===== src/rtl/ring_arbiter16_pkg.sv =====
// Shared constants and state encoding for the 16-way rotating-token arbiter.
package ring_arbiter16_pkg;

  localparam int N    = 16;
  localparam int IDXW = 4;

  typedef enum logic {
    IDLE = 1'b0,
    BUSY = 1'b1
  } state_t;

  localparam logic [N-1:0] PTR_RST = 16'h0001;

endpackage


===== src/rtl/onehot_enc16.sv =====
// 16-to-4 one-hot to binary OR encoder; an all-zero input encodes to 0.
module onehot_enc16
  import ring_arbiter16_pkg::*;
(
  input  logic [N-1:0]    oh,
  output logic [IDXW-1:0] idx
);

  always_comb begin
    idx = '0;
    for (int i = 0; i < N; i++) begin
      if (oh[i]) idx = idx | IDXW'(i);
    end
  end

endmodule


===== src/rtl/ring_arbiter16.sv =====
// Round-robin arbiter for 16 requesters: rotating one-hot priority token,
// grant held until DONE, request drop or MAX_HOLD expiry.
module ring_arbiter16
  import ring_arbiter16_pkg::*;
#(
  parameter int MAX_HOLD = 8
) (
  input  logic            CLK,
  input  logic            RST,
  input  logic [N-1:0]    REQ,
  input  logic            DONE,
  output logic [N-1:0]    GNT,
  output logic [IDXW-1:0] GNT_IDX,
  output logic            GNT_VLD,
  output logic            TIMEOUT,
  output logic [N-1:0]    PTR
);

  localparam int HW = (MAX_HOLD > 1) ? $clog2(MAX_HOLD) : 1;
  localparam logic [HW-1:0] HOLD_LAST = (MAX_HOLD > 0) ? HW'(MAX_HOLD - 1) : '0;

  state_t          state;
  logic [N-1:0]    gnt_p1;
  logic [N-1:0]    ptr_p1;
  logic            vld_p1;
  logic            tmo_p1;
  logic [HW-1:0]   hold_p1;

  logic [IDXW-1:0] gnt_idx;
  logic [IDXW-1:0] ptr_idx;
  logic [IDXW-1:0] nxt_idx;
  logic [IDXW-1:0] sel_idx;
  logic [IDXW-1:0] cand;
  logic            sel_found;
  logic            req_held;
  logic            hold_hit;

  onehot_enc16 u_enc_gnt (.oh(gnt_p1), .idx(gnt_idx));
  onehot_enc16 u_enc_ptr (.oh(ptr_p1), .idx(ptr_idx));

  // Circular search starting at the token position; 4-bit add wraps 15 -> 0.
  always_comb begin
    sel_idx   = '0;
    sel_found = 1'b0;
    cand      = '0;
    for (int k = 0; k < N; k++) begin
      cand = ptr_idx + IDXW'(k);
      if (!sel_found && REQ[cand]) begin
        sel_found = 1'b1;
        sel_idx   = cand;
      end
    end
  end

  assign nxt_idx  = gnt_idx + 1'b1;
  assign req_held = |(REQ & gnt_p1);
  assign hold_hit = (MAX_HOLD != 0) && (hold_p1 == HOLD_LAST);

  // Stage p1: registered grant, token, timeout pulse and hold counter
  always_ff @(posedge CLK or posedge RST) begin
    if (RST) begin
      state   <= IDLE;
      gnt_p1  <= '0;
      vld_p1  <= 1'b0;
      tmo_p1  <= 1'b0;
      ptr_p1  <= PTR_RST;
      hold_p1 <= '0;
    end else begin
      tmo_p1 <= 1'b0;
      case (state)
        IDLE: begin
          if (sel_found) begin
            gnt_p1  <= PTR_RST << sel_idx;
            vld_p1  <= 1'b1;
            hold_p1 <= '0;
            state   <= BUSY;
          end
        end
        BUSY: begin
          if (DONE || !req_held || hold_hit) begin
            gnt_p1 <= '0;
            vld_p1 <= 1'b0;
            ptr_p1 <= PTR_RST << nxt_idx;
            // Only a pure expiry pulses TIMEOUT; DONE or a drop wins the tie.
            tmo_p1 <= hold_hit && !DONE && req_held;
            state  <= IDLE;
          end else if (hold_p1 != '1) begin
            hold_p1 <= hold_p1 + 1'b1;
          end
        end
        default: state <= IDLE;
      endcase
    end
  end

  assign GNT     = gnt_p1;
  assign GNT_IDX = gnt_idx;
  assign GNT_VLD = vld_p1;
  assign TIMEOUT = tmo_p1;
  assign PTR     = ptr_p1;

endmodule

===== config.mk =====
export PLATFORM = sky130hd
export DESIGN_NAME = ring_arbiter16
export DESIGN_NICKNAME = d
export VERILOG_FILES = /design/src/rtl/ring_arbiter16_pkg.sv /design/src/rtl/onehot_enc16.sv /design/src/rtl/ring_arbiter16.sv
export SDC_FILE = /design/constraint.sdc
export NUM_CORES = 1
export LEC_CHECK = 0
export ABC_AREA = 1
export BUFFER_PORTS_ARGS = -buffer_cell sky130_fd_sc_hd__buf_2
export CELL_PAD_IN_SITES_DETAIL_PLACEMENT = 1
export CELL_PAD_IN_SITES_GLOBAL_PLACEMENT = 1
export CORE_ASPECT_RATIO = 0.75
export CORE_MARGIN = 4
export CORE_UTILIZATION = 42
export CTS_CLUSTER_SIZE = 10
export DETAILED_ROUTE_END_ITERATION = 6
export PLACE_DENSITY = 0.92
export RECOVER_POWER = 25
export SLEW_MARGIN = 20
export SYNTH_ARGS = -nofsm -noshare
export SYNTH_HDL_FRONTEND = slang
export SYNTH_SLANG_ARGS = --single-unit

===== constraint.sdc =====
create_clock -name CLK -period 4.3 [get_ports CLK]
set_input_delay 0.86 -clock CLK [delete_from_list [all_inputs] [get_ports CLK]]
set_output_delay 0.86 -clock CLK [all_outputs]
set_load 0.05 [all_outputs]

==> impl_metrics.ini <==
[run_status]
status = complete, but fails checks
violations = max-capacitance violations, max-slew violations

[clock_tree]
root_buffer = clkbuf_16
clkTransAtPathRegs_ps = 70
cts_tree = built
htreeDepth = 2
clk_path_buf_depth = 2
cts_sinks = 38
numCtsBuffers = 5
worstSkewPairLatency_ps = 300

[drt]
dr.pass1.iters = 5
drtIter0Drc = 719
routed_via_density = 6.34
drc_errors = 0
wl_per_cell_microns = 23.1
antenna_left = 0
num_vias = 5703
routed_wl_microns = 20800

[die]
die_w_microns = 125
die_height_microns = 96.1
die_area_sq_mm = 0.0121
start_util = 0.441
row_count = 31
num_io_pins = 57
core_area_sq_mm = 0.00985

[placed_design]
routabilityCongestion = 0.975
port_buffers = 56
hpwlAfterDp_microns = 14500
placed_area_sq_mm = 0.00479
place_ws_ps = 62.9

[sta]
slew_headroom = -0.496
fmax_ghz = 0.237
final_hold_viol_count = 0
slew_violations = 39
setup_ws_ps = 78.1
timing.final.crit_period_ps = 4220
fin_crit_sh = 0.982
tightest_slew_ps = 2240
setup_violations = 0
finalSetupTns_ps = 0
clock_skew_ps = 11.1

[grt]
grt_max_degree = 39
grt_first_pass_wirelength_microns = 30600
grt_remaining_overflow = 0
track_usage = 0.322
grt_pass1_vias = 5576
antenna_found_initial = 0

[critical_path]
end_kind = flip-flop
timing.critical_path.mode_cell = nand2_1
cp_max_fo = 7
crit_arrival_ps = 4450
crit_family = simple AND/OR/NAND/NOR gates
critPathBufInv = 3
path_class = reg -> reg
cpMaxStageDelayCell = ha_2
crit_path_start_kind = flip-flop
rrSetupSlack_ps = 80
critPathMaxStageDelay_ps = 480
required_ps = 4530

[synth]
async_flop_share = 1.00
synth-edff-count = 0
synth_ff_type = dfrtp_1
netlist_instances = 693
synth_area_leader_cell = dfrtp_1
ys_seq_elements = 38
synth_warnings = 0
synth_common_cells = 225 x nand2_1, 136 x nand3_1, 59 x inv_1, 58 x nor2_1, 37 x dfrtp_1
syn-cell-area_sq_mm = 0.00434
ys_types = 50
yosysMostFrequentCell = nand2_1
synth.area.top_cells = dfrtp_1 21%, nand2_1 19%, nand3_1 16%, inv_1 5.1%, nor2_1 5.0%
yosysSeqAreaShare = 0.219
synth_top_area_frac = 0.213
synth_fp_nets = 721
syn_area_per_cell_sq_um = 6.27

[final_layout]
syn_to_final_growth_pct = 19.9
multi_input_area_sq_mm = 0.00313
antenna_cells = 0
nets = 794
ff_latch_area_sq_um = 957
drive_gt1_frac = 0.224
fill_cells = 1355
fin_area_sq_mm = 0.00521

[hold_path]
hold_path_class = reg -> reg

[job]
cap_violations = 1
[cell families (layout without fill, tap and decap cells)]
family          count (synthesis)  count (layout)  synth area share
fa+ha+maj                       9               9            0.0259
mux                             1               1           0.00230
compound gates                 62              62            0.0999
xor+xnor                        8               8            0.0265
buf+inv                        88             162            0.0884
flops                          38              38             0.219
simple gates                  487             487             0.538
[cell type report]
cell class	instances	area share
multi-input combinational	567	0.601
clock buffer	6	0.0267
sequential	38	0.184
tap	132	0.0317
inverter	71	0.0524
timing repair buffer	82	0.0920
clock inverter	2	0.0115
timing repair inverter	1	0.000961
[worst register-to-register path, stage by stage, from the launching register on]
cell and delay, ps:
dfrtp_2 440, nor2_4 210, buf_4 170, nand2_4 90, nor2_8 130, inv_2 50
ha_2 480, nand3_1 220, nand2_1 120, nand2_1 70, nand2_2 130, nand3_4 110
nor2_8 150, nand4_4 110, nor2_4 190, nand4_4 130, nor3_4 360, nand2_2 130
nand2_1 90, inv_1 60, nand2_1 60, nand2_1 70, nand2_1 120, nand2_2 100
nor2_2 180, nand2_1 80, nand2_1 90
[routing by layer]
metal  vias up  track usage  wire length (microns)
met5         -            0                      0
met4         0       0.0957                    693
met3        85       0.0632                   2260
met2       403        0.536                   9450
met1      2774        0.427                   8360
li1       2441            -                      -
[worst paths after layout]
| check | start | endpoint | depth (start not counted) |
|---|---|---|---|
| setup / recovery | PTR[15] | GNT[11] | 26 |
| hold / removal | hold_p1[0] | hold_p1[0] | 1 |
| setup reg to reg | PTR[15] | GNT[11] | 26 |
| hold reg to reg | hold_p1[0] | hold_p1[0] | 1 |
| max in group asynchronous | RST | PTR[3] | 3 |
| min in group asynchronous | RST | PTR[15] | 3 |
[state kept, by name, indices dropped and copies added (netlist names)]
name,count
GNT,16
state,1
hold_p1,3
PTR,16
TIMEOUT,1
GNT_VLD,1
[metrics by stage]
stage	utilization	cells	hold WS (ps)
6_report	0.529	899	486
3_5_place_dp	0.486	880	473
5_1_grt	0.529	899	500
3_3_place_gp	0.486	880	465
4_1_cts	0.507	888	488
2_1_floorplan	-	693	457
[cells in the final DEF (no fill, tap or decap), types with 9 or more instances in the layout]
master / n
nand2_1: 221
nand3_1: 136
inv_1: 58
buf_2: 56
nor2_1: 55
dfrtp_1: 33
buf_4: 23
o21ai_0: 19
nand4_1: 18
o31ai_1: 16
nand2_2: 15
nor2_4: 9
inv_2: 9
[repair_timing]
action,in CTS,in global routing
hold buffers,0,0
pin swaps,0,12
cloned,0,1
setup endpoints to repair,4,19
setup buffers,0,10
hold endpoints to repair,0,0
resized for setup,1,31
Power is not shown: default switching activity piles up to over one toggle a cycle in this logic, so the estimate is an artifact.
